## config.mk

```make
export PLATFORM = sky130hd
export DESIGN_NAME = lc4_writeback_arbiter
export DESIGN_NICKNAME = d
export VERILOG_FILES = /design/src/rtl/lc4_writeback_arbiter.sv
export SDC_FILE = /design/constraint.sdc
export NUM_CORES = 1
export LEC_CHECK = 0
export ABC_AREA = 1
export ABC_CLOCK_PERIOD_IN_PS = 1550
export CAP_MARGIN = 20
export CORE_AREA = 10 10 137 139
export DETAILED_ROUTE_END_ITERATION = 10
export DIE_AREA = 0 0 147 149
export PLACE_DENSITY = 0.84
export SETUP_SLACK_MARGIN = 0.2
export SYNTH_ARGS = -nofsm -noshare
export SYNTH_HDL_FRONTEND = slang
export SYNTH_SLANG_ARGS = --single-unit
```

## constraint.sdc

```tcl
create_clock -name clk -period 1.55 [get_ports clk]
set_clock_uncertainty 0.05 [all_clocks]
set_input_delay 0.31 -clock clk [delete_from_list [all_inputs] [get_ports clk]]
set_output_delay 0.31 -clock clk [all_outputs]
set_load 0.02 [all_outputs]
```

## src/rtl/lc4_writeback_arbiter.sv

```systemverilog
// Purpose: shares the single regfile/NZP writeback port between ALU (A) and load (L) completions.
// Latency: 1 cycle from acceptance to W_* (registered outputs).
// Backpressure: the loser of a contested cycle parks in a 1-entry slot; X_stall mirrors slot occupancy.
//
// Ports:
//   clk, rst_n (async, active-low), flush (sync discard of all in-flight results)
//   A_*/L_*   : valid + rob_index, prd, rddata, pc_redirect, regfile_we, nzp_we per source
//   A_stall/L_stall : source must hold its result (its slot is full)
//   W_*       : granted writeback beat; W_src 0=ALU 1=load; W_nzp derived from W_rddata
//   conflict_cnt : saturating count of contested cycles
module lc4_writeback_arbiter #(
  parameter int DATA_W = 16,
  parameter int ROB_W  = 2,
  parameter int PRD_W  = 4,
  parameter int CNT_W  = 16
) (
  input  logic              clk,
  input  logic              rst_n,
  input  logic              flush,
  input  logic              A_valid,
  input  logic [ROB_W-1:0]  A_rob_index,
  input  logic [PRD_W-1:0]  A_prd,
  input  logic [DATA_W-1:0] A_rddata,
  input  logic [DATA_W-1:0] A_pc_redirect,
  input  logic              A_regfile_we,
  input  logic              A_nzp_we,
  input  logic              L_valid,
  input  logic [ROB_W-1:0]  L_rob_index,
  input  logic [PRD_W-1:0]  L_prd,
  input  logic [DATA_W-1:0] L_rddata,
  input  logic [DATA_W-1:0] L_pc_redirect,
  input  logic              L_regfile_we,
  input  logic              L_nzp_we,
  output logic              A_stall,
  output logic              L_stall,
  output logic              W_valid,
  output logic              W_src,
  output logic [ROB_W-1:0]  W_rob_index,
  output logic [PRD_W-1:0]  W_prd,
  output logic [DATA_W-1:0] W_rddata,
  output logic [DATA_W-1:0] W_pc_redirect,
  output logic [2:0]        W_nzp,
  output logic              W_regfile_we,
  output logic              W_nzp_we,
  output logic [CNT_W-1:0]  conflict_cnt
);

  typedef struct packed {
    logic [ROB_W-1:0]  rob;
    logic [PRD_W-1:0]  prd;
    logic [DATA_W-1:0] rddata;
    logic [DATA_W-1:0] pc;
    logic              rf_we;
    logic              nzp_we;
  } pl_t;

  pl_t              w_a_in, w_l_in;
  pl_t              w_a_pl, w_l_pl, w_grant_pl;
  logic             w_a_cand, w_l_cand, w_both, w_any, w_sel_l;

  logic             r_a_slot_vld, r_l_slot_vld;
  pl_t              r_a_slot, r_l_slot;
  logic             r_prio;
  logic [CNT_W-1:0] r_cnt;
  logic             r_w_vld;
  logic             r_w_src;
  pl_t              r_w_pl;

  assign w_a_in = '{rob: A_rob_index, prd: A_prd, rddata: A_rddata, pc: A_pc_redirect,
                    rf_we: A_regfile_we, nzp_we: A_nzp_we};
  assign w_l_in = '{rob: L_rob_index, prd: L_prd, rddata: L_rddata, pc: L_pc_redirect,
                    rf_we: L_regfile_we, nzp_we: L_nzp_we};

  // A parked entry is older than anything on the input, and the input is
  // ignored while the slot is full, so the slot always wins the candidacy.
  assign w_a_cand = r_a_slot_vld | A_valid;
  assign w_l_cand = r_l_slot_vld | L_valid;
  assign w_a_pl   = r_a_slot_vld ? r_a_slot : w_a_in;
  assign w_l_pl   = r_l_slot_vld ? r_l_slot : w_l_in;

  assign w_both     = w_a_cand & w_l_cand;
  assign w_any      = w_a_cand | w_l_cand;
  // L wins when it is alone, or when contested and priority points at it.
  assign w_sel_l    = w_l_cand & (~w_a_cand | r_prio);
  assign w_grant_pl = w_sel_l ? w_l_pl : w_a_pl;

  always_ff @(posedge clk or negedge rst_n) begin
    if (!rst_n) begin
      r_a_slot_vld <= 1'b0;
      r_l_slot_vld <= 1'b0;
      r_a_slot     <= '0;
      r_l_slot     <= '0;
      r_prio       <= 1'b0;
      r_cnt        <= '0;
      r_w_vld      <= 1'b0;
      r_w_src      <= 1'b0;
      r_w_pl       <= '0;
    end else if (flush) begin
      // Everything in flight is discarded; arbitration history survives.
      r_a_slot_vld <= 1'b0;
      r_l_slot_vld <= 1'b0;
      r_w_vld      <= 1'b0;
    end else begin
      // A slot is full next cycle exactly when its source lost this cycle;
      // a losing slot entry simply reloads itself, a winning one frees.
      r_a_slot_vld <= w_a_cand & w_sel_l;
      r_l_slot_vld <= w_l_cand & ~w_sel_l;
      if (w_a_cand & w_sel_l) r_a_slot <= w_a_pl;
      if (w_l_cand & ~w_sel_l) r_l_slot <= w_l_pl;

      if (w_both) begin
        r_prio <= ~w_sel_l;  // point at the loser so it wins next time
        if (~&r_cnt) r_cnt <= r_cnt + 1'b1;
      end

      r_w_vld <= w_any;
      if (w_any) begin
        r_w_src <= w_sel_l;
        r_w_pl  <= w_grant_pl;
      end
    end
  end

  assign A_stall       = r_a_slot_vld;
  assign L_stall       = r_l_slot_vld;
  assign W_valid       = r_w_vld;
  assign W_src         = r_w_src;
  assign W_rob_index   = r_w_pl.rob;
  assign W_prd         = r_w_pl.prd;
  assign W_rddata      = r_w_pl.rddata;
  assign W_pc_redirect = r_w_pl.pc;
  assign W_regfile_we  = r_w_pl.rf_we & r_w_vld;
  assign W_nzp_we      = r_w_pl.nzp_we & r_w_vld;
  assign conflict_cnt  = r_cnt;

  always_comb begin
    W_nzp = 3'b001;
    if (r_w_pl.rddata == '0)          W_nzp = 3'b010;
    else if (r_w_pl.rddata[DATA_W-1]) W_nzp = 3'b100;
  end

endmodule

```

After elaboration in Yosys (flattened, before gate mapping). Cells that the tools add are included.

Register bits: 141. Output and inout bits: 63. Logic and storage cells: 54.

$add $sub $neg: 1. Mux-type cells: 8. Bitwise logic cells: 14. Reduce and logical (&&, ||, !) cells: 7.

Operators by type and width (count): 40-bit 2-to-1 mux (3); 16-bit by 1-bit adder with 16-bit output (second input constant) (1); 16-bit logical NOT (1); 16-bit AND reduction (1); 2-bit AND reduction (4); 1-bit bitwise AND (6); 3-bit 2-to-1 mux (2); 1-bit inverter (4); 1-bit bitwise OR (4); 1-bit 2-to-1 mux (3); 3-bit AND reduction (1).

Longest topological paths before layout.
Depth after elaboration: 7. Depth in mapped cells: 10. Gate-level depth less buffers: 10.

Worst setup path before layout. No wires, ideal clock.

Path type: register to output. Start: register r_w_pl (netlist bit W_rddata[7]). End: output W_nzp[1]. Arrival time: 1257 ps. Required time: 1190 ps. Slack: -67 ps. Stages on the path, launching flop included: 4. Buffers on the path: 0. Cell sequence: dfrtp_1 > nor2_1 > nand2_1 > nor4_1.

Cells in the longest elaborated chain, start to end: 2.

RTL lines: from (decl) (line 67) `pl_t r_w_pl;`; from (signal assigned) (line 119) `r_w_pl <= w_grant_pl;`; 16-bit logical NOT (line 138) `if (r_w_pl.rddata == '0) W_nzp = 3'b010;`; 3-bit 2-to-1 mux (line 138); to (decl) (line 42) `output logic [2:0] W_nzp,`.

No other way between the ends.

Worst setup path in the final report.
Start: register r_a_slot_vld, in the netlist A_stall. End: register r_w_pl (netlist bit W_rddata[4]).

Cells in the longest elaborated chain, start to end: 5.

RTL lines: from (decl) (line 61) `logic r_a_slot_vld, r_l_slot_vld;`; from (signal assigned) (line 106) `r_a_slot_vld <= w_a_cand & w_sel_l;`; 1-bit bitwise OR (line 76) `assign w_a_cand = r_a_slot_vld | A_valid;`; 1-bit inverter (line 84) `assign w_sel_l = w_l_cand & (~w_a_cand | r_prio);`; 1-bit bitwise OR (line 84); 1-bit bitwise AND (line 84); 40-bit 2-to-1 mux (line 85) `assign w_grant_pl = w_sel_l ? w_l_pl : w_a_pl;`.

Several ways; a longest one is shown, not always the timed one. A chain may end at the register's enable or synchronous reset.

==> key figures <==
Status
  – Status: finished, violations left
  – Failing checks: setup timing

Setup path
  – Crit path cell chain: buf_4 -> buf_4 -> nand2_1 -> nand2_1 -> nor2_1 -> o21ai_1
  – Critical path buffers and inverters: 2
  – Slowest stage delay, CP: 0.51 ns
  – Slowest CP cell: nor2_1
  – Critical path's top delay family: simple AND/OR/NAND/NOR gates
  – Arr. time, crit path: 2.47 ns
  – CP max FO: 11
  – Critical path required time: 1.81 ns
  – Crit Path Category: reg2reg
  – Worst setup EP type: flop
  – Worst Setup Start Kind: flop

Clock tree
  – CTS tree: yes
  – CTS sink count: 141
  – H-tree levels: 4
  – Clock Tree Buf Depth: 2
  – Clock root cell: clkbuf_16
  – CTS Buf Count: 17
  – Clk slew on worst S/H paths: ~0.080 ns
  – Worst skew pair latency: ~0.46 ns

Place
  – Dpl cell area: 9318 um^2
  – Final HPWL DP: 15420 um
  – Place WS: -0.3856 ns
  – IO buf count: roughly 150
  – Routability congestion estimate: 0.8807

Floorplan
  – DIE WIDTH: 147 um
  – Initial Util: 0.4591
  – Die area: 21900 um^2
  – IO Count: around 150
  – Core area: about 16000 um^2
  – Die Ht: ~150 um
  – Row count: 47

Timing
  – Final hold viol count: 0
  – Final worst path period need: 2.203 ns
  – Fmax: between 0.4 and 0.5 GHz
  – Crit share post-route: 1.421
  – Final setup viols: 144
  – Worst-Margin Slew: 0.5868 ns
  – Final Slew Violations: 0
  – Final WS setup: -0.6532 ns
  – Final hold slack: 0.2855 ns
  – Rel. slew slack: 0.6073
  – RSZ-0062 raised after global routing: true

Run
  – Max cap viols: 0

Route
  – WL/cell: 33.23 um
  – Post-detailed-routing wire length: just under 50000 um
  – Initial drt markers: about 1800
  – DR vias/cell: 6.805
  – Post-route DRC: 0
  – DR pass1 iterations: 7
  – Post-route ant nets: 0
  – Vias: 10130

Global route
  – First-pass GRT wire length: 54780 um
  – Pin count of the biggest net entering global routing: 34
  – Remaining global-route overflow: 0
  – Number of global-route vias before repair: 9420
  – GR Util All Layers: 0.3233
  – Antenna violations before repair: 3

Power
  – Pwr dens: 1367 nW/um^2
  – Max IR drop VDD: 1.591 mV
  – Leak: roughly 6.4 nW

Synth
  – Sequential fraction of the synthesis area: 0.4752
  – Syn. warnings: 0
  – Synth cell types: 32
  – Cell area after synthesis: 7425 um^2
  – Synth Instances: 973
  – Yosys reg bits: 141
  – Top area cells in the synthesized netlist: dfrtp_1 48%, nand2_1 23%, nor2_1 4.6%
  – Largest area contributor in the netlist: dfrtp_1
  – Yosys top cell area share: 0.4752
  – Syn avg cell area: 7.631 um^2
  – Syn Nets: 1059

Finish
  – Design area: 14190 um^2
  – Filler cells: 602
  – Leading cell type in the layout, fill and taps excluded: nand2_1
  – Commonest non-fill, non-tap cells in the layout: 279 x nand2_1, 127 x dfrtp_1, 114 x buf_6
  – # nets final: 1341
  – Area Growth Syn to Fin: 91.17%
  – Layout cells sized above 1: 0.5331

Hold path
  – Class of the worst hold path: in2async
## power breakdown
part	internal (mW)	leakage, nW	total [mW]	switching (mW)
clock	2.36	0.273	4.26	1.90
sequential	4.96	1.70	6.75	1.79
combinational	3.96	4.42	8.40	4.43
## routing by layer
layer / track usage / up-vias / part of all wire / wire length (um)
met4: 0.2463 / 4 / 0.10 / 5057
met5: 0 / - / 0.00040 / 20
li1: - / 3642 / - / -
met1: 0.3500 / 4715 / 0.31 / 15560
met3: 0.1162 / 515 / 0.15 / 7484
met2: 0.5131 / 1257 / 0.43 / 21350
## area by class of cell
class	count	area, um^2	share of cell area
antenna	1	2.502	0.0001763
clock buffer	20	436.7	0.03077
clock inverter	12	122.6	0.008639
inverter	26	163.9	0.01155
multi-input combinational	718	5129	0.3613
sequential	141	3546	0.2498
tap	220	275.3	0.01939
timing repair buffer	351	4518	0.3183
## Yosys cell counts, drive strengths merged
cell type and instances:
nand2 457, dfrtp 141, nor2 96, o21ai 86
buf 81, a31oi 34, inv 23, nand3 15
mux2i 12, clkbuf 7, xnor2 6, nand4 5
clkinv 3, a21oi 2, ha 1, nand3b 1
nor3 1, nor4 1, xor2 1
## kinds of logic after synthesis
| logic type | count (synthesis) | synth area share |
|---|---|---|
| xor+xnor | 7 | 0.008258 |
| flops | 141 | 0.4752 |
| buf+inv | 114 | 0.09319 |
| fa+ha+maj | 1 | 0.001685 |
| mux | 12 | 0.01618 |
| simple gates | 576 | 0.3059 |
| compound gates | 122 | 0.09960 |
## flip-flops by register name, summed over array words and instances (netlist names)
register       cells
r_w_pl             2
conflict_cnt      16
W_rob_index        2
W_valid            1
W_rddata          16
r_prio             1
W_src              1
W_prd              4
r_a_slot          40
A_stall            1
L_stall            1
W_pc_redirect     16
r_l_slot          40
## worst paths after layout
check                                 start  depth (start not counted)  slack (ns)              end
max in group asynchronous             rst_n                          3        0.60      r_a_slot[9]
min in group clk           L_pc_redirect[8]                          3        0.43     r_l_slot[10]
hold / removal                        rst_n                          2        0.29  conflict_cnt[3]
hold reg to reg                r_a_slot[28]                          2        0.47     r_a_slot[28]
setup / recovery                    A_stall                          6       -0.65      W_rddata[4]
setup reg to reg                    A_stall                          6       -0.65      W_rddata[4]
## worst reg2reg max path, stage by stage, from the launching register on
cell	delay (ns)
dfrtp_2	0.49
buf_4	0.18
buf_4	0.19
nand2_1	0.28
nand2_1	0.20
nor2_1	0.51
o21ai_1	0.16
## per-stage QoR
stage	std cells	power, mW	util	TNS (ns)
floorplan	973	8.268	-	0
global placement	1314	9.601	0.5762	-39.47
detailed placement	1314	9.826	0.5762	-41.89
CTS	1444	15.71	0.7667	-2.826
global route	1488	19.71	0.8775	-32.45
finish	1489	19.40	0.8777	-29.97
## what timing repair did
| action | in CTS | in global routing |
|---|---|---|
| resized for setup | 716 | 345 |
| endpoints found under the setup margin | 197 | 204 |
| pin swaps | 77 | 65 |
| endpoints found under the hold margin | 28 | 0 |
| cloned | 30 | 5 |
| hold buffers | 1 | 0 |
| setup buffers | 67 | 39 |
(Power assumes the default switching activity.)
